$ cat src/rtl/nanov_spi_mem_arbiter.sv
// Two-client arbiter in front of one bit-serial SPI memory (0x03 READ / 0x02 WRITE).
// The winning request is latched and then shifted out as command, address and data, one bit per clk.
module nanov_spi_mem_arbiter #(
    parameter int ADDR_BITS = 24,
    parameter bit RR_ENABLE = 1'b1
) (
    input  logic                 clk,
    input  logic                 rst,
    input  logic                 req0,
    input  logic                 we0,
    input  logic [1:0]           size0,
    input  logic [ADDR_BITS-1:0] addr0,
    input  logic [31:0]          wdata0,
    output logic                 done0,
    input  logic                 req1,
    input  logic                 we1,
    input  logic [1:0]           size1,
    input  logic [ADDR_BITS-1:0] addr1,
    input  logic [31:0]          wdata1,
    output logic                 done1,
    output logic [31:0]          rdata,
    output logic                 busy,
    output logic                 grant,
    output logic                 spi_select,
    output logic                 spi_clk_enable,
    output logic                 spi_out,
    input  logic                 spi_data_in,
    output logic [2:0]           dbg_state
);

    localparam int SR_W  = 7 + ADDR_BITS + 32;
    localparam int CNT_W = $clog2((ADDR_BITS > 32) ? ADDR_BITS : 32);

    typedef enum logic [2:0] {
        S_IDLE = 3'd0,
        S_CMD  = 3'd1,
        S_ADDR = 3'd2,
        S_DATA = 3'd3,
        S_END  = 3'd4
    } state_t;

    state_t             state;
    logic [CNT_W-1:0]   cnt;
    logic [SR_W-1:0]    tx_sr;
    logic               we_q;
    logic [1:0]         size_q;
    logic [31:0]        rx_buf;
    logic               rr_prio;

    logic               arb_valid;
    logic               arb_sel;
    logic               sel_we;
    logic [1:0]         sel_size;
    logic [ADDR_BITS-1:0] sel_addr;
    logic [31:0]        sel_wdata;
    logic [31:0]        tx_data;
    logic [7:0]         cmd;
    logic [CNT_W-1:0]   data_last;
    logic               phase_last;
    logic [31:0]        rx_next;

    // rr_prio names the client that wins a tie; it points away from the last grant.
    always_comb begin
        arb_valid = req0 | req1;
        arb_sel   = 1'b0;
        if (req0 && req1) begin
            arb_sel = RR_ENABLE ? rr_prio : 1'b0;
        end else if (req1) begin
            arb_sel = 1'b1;
        end
        sel_we    = arb_sel ? we1    : we0;
        sel_size  = arb_sel ? size1  : size0;
        sel_addr  = arb_sel ? addr1  : addr0;
        sel_wdata = arb_sel ? wdata1 : wdata0;
        cmd       = sel_we ? 8'h02 : 8'h03;
        // Byte 0 goes on the wire first, so it sits at the top of the shift register.
        tx_data   = sel_we ? {sel_wdata[7:0], sel_wdata[15:8], sel_wdata[23:16], sel_wdata[31:24]}
                           : 32'h0;
    end

    always_comb begin
        case (size_q)
            2'd0:    data_last = CNT_W'(7);
            2'd1:    data_last = CNT_W'(15);
            default: data_last = CNT_W'(31);
        endcase
        case (state)
            S_CMD:   phase_last = (cnt == CNT_W'(7));
            S_ADDR:  phase_last = (cnt == CNT_W'(ADDR_BITS - 1));
            S_DATA:  phase_last = (cnt == data_last);
            default: phase_last = 1'b0;
        endcase
        // DATA cycle n fills byte n/8, bit 7 - n%8.
        rx_next = rx_buf;
        rx_next[{cnt[4:3], ~cnt[2:0]}] = spi_data_in;
    end

    always_ff @(posedge clk) begin
        if (rst) begin
            state          <= S_IDLE;
            cnt            <= '0;
            tx_sr          <= '0;
            we_q           <= 1'b0;
            size_q         <= 2'd0;
            rx_buf         <= 32'h0;
            rr_prio        <= 1'b0;
            grant          <= 1'b0;
            rdata          <= 32'h0;
            done0          <= 1'b0;
            done1          <= 1'b0;
            spi_select     <= 1'b1;
            spi_clk_enable <= 1'b0;
            spi_out        <= 1'b0;
        end else begin
            done0 <= 1'b0;
            done1 <= 1'b0;
            case (state)
                S_IDLE: begin
                    if (arb_valid) begin
                        state          <= S_CMD;
                        cnt            <= '0;
                        grant          <= arb_sel;
                        rr_prio        <= ~arb_sel;
                        we_q           <= sel_we;
                        size_q         <= sel_size;
                        tx_sr          <= {cmd[6:0], sel_addr, tx_data};
                        rx_buf         <= 32'h0;
                        spi_out        <= cmd[7];
                        spi_select     <= 1'b0;
                        spi_clk_enable <= 1'b1;
                    end
                end
                S_CMD, S_ADDR, S_DATA: begin
                    cnt <= phase_last ? '0 : cnt + 1'b1;
                    if (state == S_DATA) begin
                        rx_buf <= rx_next;
                    end
                    if (state == S_DATA && phase_last) begin
                        state          <= S_END;
                        spi_select     <= 1'b1;
                        spi_clk_enable <= 1'b0;
                        spi_out        <= 1'b0;
                        done0          <= ~grant;
                        done1          <= grant;
                        if (!we_q) begin
                            rdata <= rx_next;
                        end
                    end else begin
                        spi_out <= tx_sr[SR_W-1];
                        tx_sr   <= tx_sr << 1;
                        if (phase_last) begin
                            state <= (state == S_CMD) ? S_ADDR : S_DATA;
                        end
                    end
                end
                S_END: begin
                    state <= S_IDLE;
                end
                default: begin
                    state <= S_IDLE;
                end
            endcase
        end
    end

    assign busy      = (state != S_IDLE);
    assign dbg_state = state;

endmodule
$ cat config.mk
export PLATFORM = sky130hd
export DESIGN_NAME = nanov_spi_mem_arbiter
export DESIGN_NICKNAME = d
export VERILOG_FILES = /design/src/rtl/nanov_spi_mem_arbiter.sv
export SDC_FILE = /design/constraint.sdc
export NUM_CORES = 1
export LEC_CHECK = 0
export CAP_MARGIN = 5
export CELL_PAD_IN_SITES_DETAIL_PLACEMENT = 2
export CELL_PAD_IN_SITES_GLOBAL_PLACEMENT = 2
export CORE_ASPECT_RATIO = 0.9
export CORE_MARGIN = 4
export CORE_UTILIZATION = 27
export CTS_CLUSTER_DIAMETER = 150
export DETAILED_ROUTE_END_ITERATION = 6
export GPL_TIMING_DRIVEN = 0
export PLACE_DENSITY = 0.76
export SYNTH_ARGS = -nofsm -noshare
export SYNTH_HDL_FRONTEND = slang
export SYNTH_SLANG_ARGS = --single-unit
$ cat constraint.sdc
create_clock -name clk -period 1.96 [get_ports clk]
set_clock_uncertainty 0.05 [all_clocks]
set_input_delay 0.588 -clock clk [delete_from_list [all_inputs] [get_ports clk]]
set_output_delay 0.588 -clock clk [all_outputs]
set_load 0.02 [all_outputs]
==> results of run 1 <==
[cells by family (layout without fill, tap and decap cells)]
group / Yosys count / count (layout)
adder cells (fa/ha/maj): 4 / 4
AO/OA/AOI/OAI: 190 / 190
multiplexers: 90 / 90
buffers and inverters: 112 / 350
AND/OR/NAND/NOR: 376 / 376
flip-flops: 145 / 145
[worst paths after layout]
kind,end,start,slack [ps]
setup / recovery,busy,dbg_state[2],-150
hold / removal,tx_sr[39],tx_sr[39],420
setup reg to reg,tx_sr[13],dbg_state[2],-140
hold reg to reg,tx_sr[39],tx_sr[39],420
[worst max-delay path: cells and delay by family (launching register included)]
| family | cells | cell delay, ps |
|---|---|---|
| buf+inv | 2 | 290 |
| flops | 1 | 360 |
| simple gates | 1 | 390 |
[report_power, final]
part	internal, mW	switching, mW
Combinational	0.685	0.801
Clock	2.01	1.50
Sequential	3.08	0.104
Total	5.78	2.41
[registers in the layout, summed over array words and instances (netlist names)]
name	flops
rdata	32
tx_sr	63
spi_out	1
cnt	5
done1	1
rr_prio	1
done0	1
spi_select	1
spi_clk_enable	1
size_q	2
grant	1
we_q	1
rx_buf	32
dbg_state	3
[metal layers]
layer	up-vias	GRT usage, %	part of all wire (%)
met4	4	7.43	2.6
met1	4226	28.3	43
li1	3827	-	-
met3	60	3.29	4.8
met5	-	0	0.059
met2	266	37.8	49
[what timing repair did]
action,in CTS,in global routing
resized for setup,242,119
pin swaps,26,28
endpoints found under the setup margin,187,144
gates cloned,5,3
setup buffers,29,18
[metrics by stage]
step | utilization, % | worst slack, ps
after detailed placement | 35.4 | -1150
after global placement | 35.4 | -1130
after floorplan | - | -12.3
final | 42.9 | -147
after global routing | 42.9 | -235
after CTS | 40.9 | -154
[final cells by class]
cell class	instances	area [sq um]	area share, %
multi-input cells	660	4700	40.3
clock buffers	20	467	4.00
repair buffers	213	2160	18.5
clock inverters	12	146	1.25
flip-flops and latches	145	2930	25.1
plain buffers	100	818	7.01
well taps	354	443	3.79
inverters	5	18.8	0.161
[placed cells by master, fill, tap and decap left out, drive strengths merged, types with 6 or more instances in the layout]
cell           netlist  routed
a211oi              34      34
a21oi               32      32
a311o               55      55
a31oi               45      45
buf                 19      73
clkbuf              88      98
clkdlybuf4s50        0     119
dfxtp              145     145
dlygate4sd2          0      42
inv                  5      10
mux2i               89      89
nand2               93      93
nand3               62      62
nand4               36      36
nand4b              11      11
nor2               132     132
nor3                 6       6
nor4bb              12      12
o21ai                7       7
==> results.md, run 1 <==
* Pwr Total at approximately 8 mW
* Placed cell count at between 1,000 and 1,500
* Crit-path cells: buf_4, or3_4, buf_6
* Setup TNS Final at -5660 ps
* Post-synthesis xor/xnor area fraction at 0%
* Fmax at 475 MHz
* Die area at just over 30,000 sq um
* Synth cell types at between 40 and 50
* Filler Cell Count at 2,911
* Drt initial violations at 488
* Worst path max stage delay at 390 ps
* Inserted Clock Buffers at 17
* Largest family of logic cells by synthesized area: simple AND/OR/NAND/NOR gates
* Pre-antenna DRT Iters at 5
* Placed inst area at around 9600 sq um
* Total wire length at about 37,000 um
* Routed len/inst at about 25 um
* Drc violations at 0
* Residual overflow from global routing at 0
* Lkg Pwr at ~4.3 nW
* Crit path setup slack, layout at -147 ps
* Via count at roughly 8,400
* Final setup vio count at 101
* Status: finished, violations left
* IO Count at roughly 170
* Num rows at between 50 and 60
* CP endpoint kind: output port
* Critical path's slowest cell: or3_4
* Worst Max-Slew Pin Slew at approximately 560 ps
* RSZ-0062 raised after global routing: true
* Vias in the first global route at slightly above 9,000
* Remaining antenna violation count at 0
* Largest net degree at the start of global routing at 17
* Power Dens Cells at about 700 nW/um^2
* Mux share of post-synthesis cell area at 12.0%
* Synth async-reset ratio at 0%
* Ranking of synthesized cells by area: dfxtp_1 39%, mux2i_1 12%, a311o_1 7.3%, nor2_1 6.6%, nand2_1 4.6%
* Min Clock Period, post-route at about 2100 ps
* Syn Area/Cell at just over 8 sq um
* Final net count at 1,269
* Simple logic cell fraction of the synthesized area at a little under a quarter
* Post-synth EDFFs at 0
* Synth cell count leaders: 145 x dfxtp_1, 132 x nor2_1, 93 x nand2_1
* Final HPWL DP at around 24,000 um
* Final Hold Fails at 0
* Layout cells sized above 1 at approximately 22%
* Cell taking the most area after synthesis: dfxtp_1
* Mapped Cells at between 900 and 1,000
* Core area at between 20,000 and 30,000 sq um
* Failing checks: setup timing
* Register area share after synthesis at 38.6%
* PortBufs at 163
* First-pass GRT wire length at approximately 54,000 um
* CTS hold repair buffers at 0
* Adder-cell share of the synthesized area at 0.665%
* N_diodes at 0
* FF-to-FF path depth at 7
* Main synth FF type: dfxtp_1
* Die Wd at approximately 180 um
* Yosys reg bits at 145
* Post-synthesis compound-gate area fraction at between 10% and 20%
* Clock insertion delay at the later pin of the skew report at 440 ps
* Number of H-tree levels at 4
* CP arrival at approximately 1500 ps
* Clock root cell: clkbuf_16
* Bufs on Longest Clock Path at 2
* GPL Wtd Cong at between 0.8 and 0.9
* Die height at 166 um
* Hold Path Class: reg -> reg
* Starting Density at 27.6%
* Synth Cell Area at around 7500 sq um
* Initial antenna violation count at 2
* Reg clk slew, reported paths at 70 ps
* Maxcap violations at 0
* Ys Warns at 0
* Count leader, synth: dfxtp_1
* Finished Layout Cells at approximately 1,500
* GRT Overall Usage at ~22%
* Synth top area share at between 30% and 40%
* Crit share post-route at 107%
* Req. time, crit path at approximately 1300 ps
* Max rail drop VDD at 0.000624 V
* Syn Nets at around 1,000
* Area Overhead vs Synth at 55.2%
* Max FO, Critical Path at 4
* Via/cell ratio at 5.56
* Hold_ws at approximately 420 ps
* Max Slew Vio Count at 0
* Hold path depth at 2
* CTS tree: yes
* WS Path Type: reg -> out
* Design area at 11,700 sq um
* Clock sinks at about 150
* Worst setup SP type: flop
* Slew headroom at between 60% and 70%
(Power assumes the default switching activity.)
==> inputs of run 2 (changes only) <==
--- a/config.mk
+++ b/config.mk
@@ -14,7 +14,9 @@
 export CTS_CLUSTER_DIAMETER = 150
 export DETAILED_ROUTE_END_ITERATION = 6
 export GPL_TIMING_DRIVEN = 0
-export PLACE_DENSITY = 0.76
+export PLACE_DENSITY_LB_ADDON = 0.15
+export SKIP_CTS_REPAIR_TIMING = 1
+export SLEW_MARGIN = 20
 export SYNTH_ARGS = -nofsm -noshare
 export SYNTH_HDL_FRONTEND = slang
 export SYNTH_SLANG_ARGS = --single-unit
==> results.md, run 2 (same netlist as run 1, synthesis figures left out) <==
* Grt met3 use at 3.05% (was 3.29%)
* Min Clock Period, post-route at 2180 ps (was 2110 ps)
* Lkg Pwr at 4.77 nW (was 4.31 nW)
* Critical path's slowest cell: or3_4 (unchanged)
* Residual overflow from global routing at 0 (unchanged)
* Sw Pwr at 2.19 mW (was 2.41 mW)
* Met2 track demand over resource at 34.1% (was 37.8%)
* Clock root cell: clkbuf_16 (unchanged)
* Power Dens Cells at 699 nW/um^2 (was 701 nW/um^2)
* Total wire length at 32,200 um (was 37,300 um)
* Sw frac at 27.0% (was 29.4%)
* Top reg by flops: tx_sr (unchanged)
* Vias in the first global route at 8,343 (was 9,250)
* Via/cell ratio at 5.31 (was 5.56)
* Initial antenna violation count at 0 (was 2)
* Max FO, Critical Path at 7 (was 4)
* Area Overhead vs Synth at 54.6% (was 55.2%)
* Final HPWL DP at 22,500 um (was 23,600 um)
* Largest net degree at the start of global routing at 17 (unchanged)
* Combinational share of power at 17.4% (was 18.2%)
* Inserted Clock Buffers at 17 (unchanged)
* Largest regs: tx_sr (63), rdata (32), rx_buf (32) (unchanged)
* Routed len/inst at 21.6 um (was 24.7 um)
* GR Layer Usage met1 at 25.0% (was 28.3%)
* Crit-path cells: nand3b_1, or3_4, o2111a_2, a21o_4, buf_12, buf_12, mux2i_2 (was buf_4, or3_4, buf_6)
* CP arrival at 2430 ps (was 1470 ps)
* Pint at 5.95 mW (was 5.78 mW)
* Worst setup SP type: flop (unchanged)
* Clock power frac at 43.6% (was 42.9%)
* Layout cells sized above 1 at 21.9% (was 22.2%)
* Worst Max-Slew Pin Slew at 920 ps (was 555 ps)
* Die height at 166 um (unchanged)
* Commonest non-fill, non-tap cell in the layout: dfxtp_1 (unchanged)
* Die area at 30,600 sq um (unchanged)
* Reg clk slew, reported paths at 70 ps (about the same)
* Flop pwr share at 39.0% (about the same)
* Pre-antenna DRT Iters at 4 (was 5)
* Max Slew Vio Count at 0 (unchanged)
* Die Wd at 184 um (unchanged)
* First-pass GRT wire length at 47,500 um (was 53,500 um)
* Starting Density at 27.6% (unchanged)
* Number of H-tree levels at 4 (unchanged)
* Slew headroom at 38.7% (was 63.0%)
* Remaining antenna violation count at 0 (unchanged)
* CTS tree: yes (unchanged)
* Worst path max stage delay at 430 ps (was 390 ps)
* Setup TNS Final at -10,660 ps (was -5660 ps)
* Hold Path Class: reg -> reg (unchanged)
* Failing checks: setup timing (unchanged)
* Bufs on Longest Clock Path at 2 (unchanged)
* Clock sinks at 145 (unchanged)
* Maxcap violations at 0 (unchanged)
* Most frequent cells in the layout: 138 x dfxtp_1, 129 x nor2_1, 119 x clkdlybuf4s50_1 (was 138 x dfxtp_1, 124 x nor2_1, 119 x clkdlybuf4s50_1)
* Via count at 7,930 (was 8,383)
* Pwr Total at 8.14 mW (was 8.18 mW)
* GRT Overall Usage at 19.4% (was 22.0%)
* Crit share post-route at 111% (was 107%)
* IO Count at 165 (unchanged)
* Drt initial violations at 273 (was 488)
* Max reg flops at 63 (unchanged)
* Req. time, crit path at 2210 ps (was 1320 ps)
* Fmax at 460 MHz (was 475 MHz)
* Final setup vio count at 99 (was 101)
* Status: finished, violations left (unchanged)
* Num rows at 57 (unchanged)
* Max rail drop VDD at 0.000670 V (was 0.000624 V)
* CP endpoint kind: flop (was output port)
* Crit path setup slack, layout at -216 ps (was -147 ps)
* Drc violations at 0 (unchanged)
* Place WS at -1290 ps (was -1150 ps)
* Clock insertion delay at the later pin of the skew report at 420 ps (was 440 ps)
* PortBufs at 163 (unchanged)
* Placed cell count at 1,434 (unchanged)
* GRT busiest layer: met2 (unchanged)
* Final net count at 1,255 (was 1,269)
* RSZ-0062 raised after global routing: true (unchanged)
* N_diodes at 0 (unchanged)
* CP dominant cell by count: buf_12
* Finished Layout Cells at 1,493 (was 1,509)
* WS Path Type: reg -> reg (was reg -> out)
* Core area at 27,200 sq um (unchanged)
* Final Hold Fails at 0 (unchanged)
* GPL Wtd Cong at 0.780 (was 0.811)
run 2: worst max-delay path: cells and delay by family, from the launching register on:
kind                   cells  cell delay (ps)
AOI/OAI and AO/OA          2              500
DFF                        1              380
muxes                      1              140
and+or+nand+nor            2              660
buffers and inverters      2              310
run 2: cell type report:
class / count / area, sq um
multi-input combinational: 660 / 4760
sequential: 145 / 2920
timing repair buffer: 197 / 2140
fill: 2945 / 15600
clock buffer: 21 / 460
tap: 354 / 443
buffer: 102 / 734
inverter: 5 / 18.8
clock inverter: 9 / 158
run 2: final timing paths:
path | slack (ps) | startpoint | cells after the start | to
hold reg to reg | 410 | tx_sr[43] | 2 | tx_sr[43]
setup / recovery | -220 | dbg_state[2] | 7 | tx_sr[8]
hold / removal | 410 | tx_sr[43] | 2 | tx_sr[43]
setup reg to reg | -220 | dbg_state[2] | 7 | tx_sr[8]
run 2: metal layers:
metal  part of all wire (%)  vias to the layer above
met3                    3.0                       26
met1                     45                     3959
met5                      0                        -
li1                       -                     3803
met4                    1.2                        0
met2                     51                      142
run 2: metrics by stage:
stage | instance area (sq um) | hold WS, ps | utilization, %
after floorplan | 7560 | 383 | -
after global placement | 9630 | 395 | 35.4
after detailed placement | 9630 | 408 | 35.4
after CTS | 10200 | 418 | 37.6
after global routing | 11600 | 438 | 42.7
final | 11600 | 413 | 42.7
run 2: power groups by stage:
stage	clock network (mW)	registers, mW	logic, mW
final	3.55	3.18	1.42
after global routing	3.77	3.19	1.55
after CTS	3.62	3.17	1.26
after detailed placement	0	3.24	1.25
after global placement	0	3.23	1.23
after floorplan	0	3.22	0.676
==> inputs of run 3 (changes only) <==
==> constraint.sdc (replaced) <==
create_clock -name clk -period 1.96 [get_ports clk]
set_clock_uncertainty 0.05 [all_clocks]
set_input_delay 0.588 -clock clk [delete_from_list [all_inputs] [get_ports clk]]
set_output_delay 0.588 -clock clk [all_outputs]
set_load 0.005 [all_outputs]
==> results.md, run 3 (same netlist as run 1, synthesis figures left out) <==
* Status: finished, violations left (unchanged)
* Failing checks: setup timing (unchanged)
* Design area at 11,300 sq um (was 11,600 sq um)
* Vias in the first global route at 8,462 (was 8,343)
* Most frequent cells in the layout: 147 x clkdlybuf4s50_1, 128 x nor2_1, 128 x dfxtp_1 (was 138 x dfxtp_1, 129 x nor2_1, 119 x clkdlybuf4s50_1)
* Pint at 6.02 mW (was 5.95 mW)
* Filler Cell Count at 2,980 (was 2,945)
* Sw frac at 26.5% (was 27.0%)
* Inserted Clock Buffers at 17 (unchanged)
* Crit path setup slack, layout at -186 ps (was -216 ps)
* Residual overflow from global routing at 0 (unchanged)
* WS Path Type: reg -> reg (unchanged)
* R2R Setup Slk at -190 ps (was -220 ps)
* Commonest non-fill, non-tap cell in the layout: clkdlybuf4s50_1 (was dfxtp_1)
* Setup crit start: dbg_state[0] (was dbg_state[2])
* Combinational share of power at 16.8% (was 17.4%)
* Largest regs: tx_sr (63), rdata (32), rx_buf (32) (unchanged)
* Initial antenna violation count at 4 (was 0)
* Total wire length at 31,900 um (was 32,200 um)
* Remaining antenna violation count at 0 (unchanged)
* Pre-antenna DRT Iters at 4 (unchanged)
* Power Dens Cells at 728 nW/um^2 (was 699 nW/um^2)
* Clock root cell: clkbuf_16 (unchanged)
* CP endpoint kind: flop (unchanged)
* Final setup vio count at 95 (was 99)
* Max reg flops at 63 (unchanged)
* Drt initial violations at 282 (was 273)
* Clock sinks at 145 (unchanged)
* Bufs on Longest Clock Path at 2 (unchanged)
* IO Count at 165 (unchanged)
* Largest net degree at the start of global routing at 17 (unchanged)
* PortBufs at 163 (unchanged)
* Hold Path Sink: done0 (was tx_sr[43])
* GPL Wtd Cong at 0.781 (was 0.780)
* Hold Path Class: reg -> reg (unchanged)
* First-pass GRT wire length at 47,800 um (was 47,500 um)
* Top reg by flops: tx_sr (unchanged)
* HP Start: grant (was tx_sr[43])
* CP arrival at 2450 ps (was 2430 ps)
* RSZ-0062 raised after global routing: true (unchanged)
* Flop pwr share at 38.8% (was 39.0%)
* RR Startpoint: dbg_state[0] (was dbg_state[2])
* Core area at 27,200 sq um (unchanged)
* Worst Max-Slew Pin Slew at 640 ps (was 920 ps)
* Placed inst area at 9610 sq um (was 9630 sq um)
* Placed cell count at 1,434 (unchanged)
* Reg clk slew, reported paths at 60 ps (was 70 ps)
* Routed len/inst at 21.5 um (was 21.6 um)
* Clock insertion delay at the later pin of the skew report at 430 ps (was 420 ps)
* CTS tree: yes (unchanged)
* Die area at 30,600 sq um (unchanged)
* Max rail drop VDD at 0.000560 V (was 0.000670 V)
* Crit share post-route at 110% (was 111%)
* Final Hold Fails at 0 (unchanged)
* Drc violations at 0 (unchanged)
* Final net count at 1,245 (was 1,255)
* Clock power frac at 44.4% (was 43.6%)
* Finished Layout Cells at 1,484 (was 1,493)
* Maxcap violations at 0 (unchanged)
* Lkg Pwr at 4.18 nW (was 4.77 nW)
* Final HPWL DP at 22,800 um (was 22,500 um)
* Slew headroom at 57.2% (was 38.7%)
* Min Clock Period, post-route at 2150 ps (was 2180 ps)
* FF-to-FF path depth at 7 (unchanged)
* Number of H-tree levels at 4 (unchanged)
* Layout cells sized above 1 at 19.9% (was 21.9%)
* Num rows at 57 (unchanged)
* Worst setup SP type: flop (unchanged)
* Area Overhead vs Synth at 49.6% (was 54.6%)
* Fmax at 466 MHz (was 460 MHz)
* Req. time, crit path at 2260 ps (was 2210 ps)
* Hold path depth at 1 (was 2)
* Max Slew Vio Count at 0 (unchanged)
* Starting Density at 27.6% (unchanged)
* Die Wd at 184 um (unchanged)
* GRT Overall Usage at 19.5% (was 19.4%)
* Via/cell ratio at 5.35 (was 5.31)
* Critical R2R Capture: cnt[3] (was tx_sr[8])
* Max FO, Critical Path at 8 (was 7)
* Via count at 7,937 (was 7,930)
* Sw Pwr at 2.18 mW (was 2.19 mW)
* Die height at 166 um (unchanged)
==> run 3: power groups by stage <==
| stage | Clock, mW | Sequential [mW] | Combinational [mW] |
|---|---|---|---|
| floorplan | 0 | 3.21 | 0.669 |
| global placement | 0 | 3.23 | 1.21 |
| detailed placement | 0 | 3.24 | 1.24 |
| CTS | 3.69 | 3.17 | 1.24 |
| global route | 3.84 | 3.19 | 1.51 |
| finish | 3.64 | 3.18 | 1.38 |
==> run 3: how the worst max path moves through the flow <==
stage                endpoint  slack, ps
global placement        grant      -1170
global route        tx_sr[52]       -240
detailed placement     cnt[1]      -1200
floorplan           tx_sr[56]          2
finish                 cnt[3]       -190
CTS                  rdata[1]       -970
==> run 3: metal layers <==
layer	vias to the layer above	track usage [%]	wire (um)
met1	3956	26.0	14600
met3	26	4.19	1430
met4	6	3.34	375
met2	164	32.9	15400
li1	3785	-	-
met5	-	0	53
==> run 3: worst max-delay path, stage by stage (launching register included) <==
cell and delay, ps:
dfxtp_2 340, buf_6 130, nand3b_1 150, or3_4 440, o2111a_2 220, buf_4 150, or4_1 420, a31oi_1 190
==> run 3: final cells by class <==
| class | instances | area, sq um | share of cell area, % |
|---|---|---|---|
| clock inverter | 11 | 188 | 1.67 |
| inverter | 5 | 18.8 | 0.167 |
| clock buffer | 19 | 443 | 3.93 |
| tap | 354 | 443 | 3.93 |
| sequential | 145 | 2930 | 26.0 |
| antenna | 1 | 2.50 | 0.0222 |
| multi-input combinational | 660 | 4600 | 40.9 |
| timing repair buffer | 187 | 1940 | 17.3 |
| buffer | 102 | 692 | 6.14 |
==> run 3: metrics by stage <==
stage                     worst slack, ps  TNS [ps]  hold WS, ps  power, mW  utilization (%)
final                                -186    -10740          408       8.20             41.3
after global routing                 -238    -19050          414       8.54             41.3
after CTS                            -970    -95900          415       8.11             37.6
after detailed placement            -1200   -146150          405       4.47             35.3
after global placement              -1170   -140550          395       4.44             35.3
after floorplan                      1.73         0          383       3.88                -
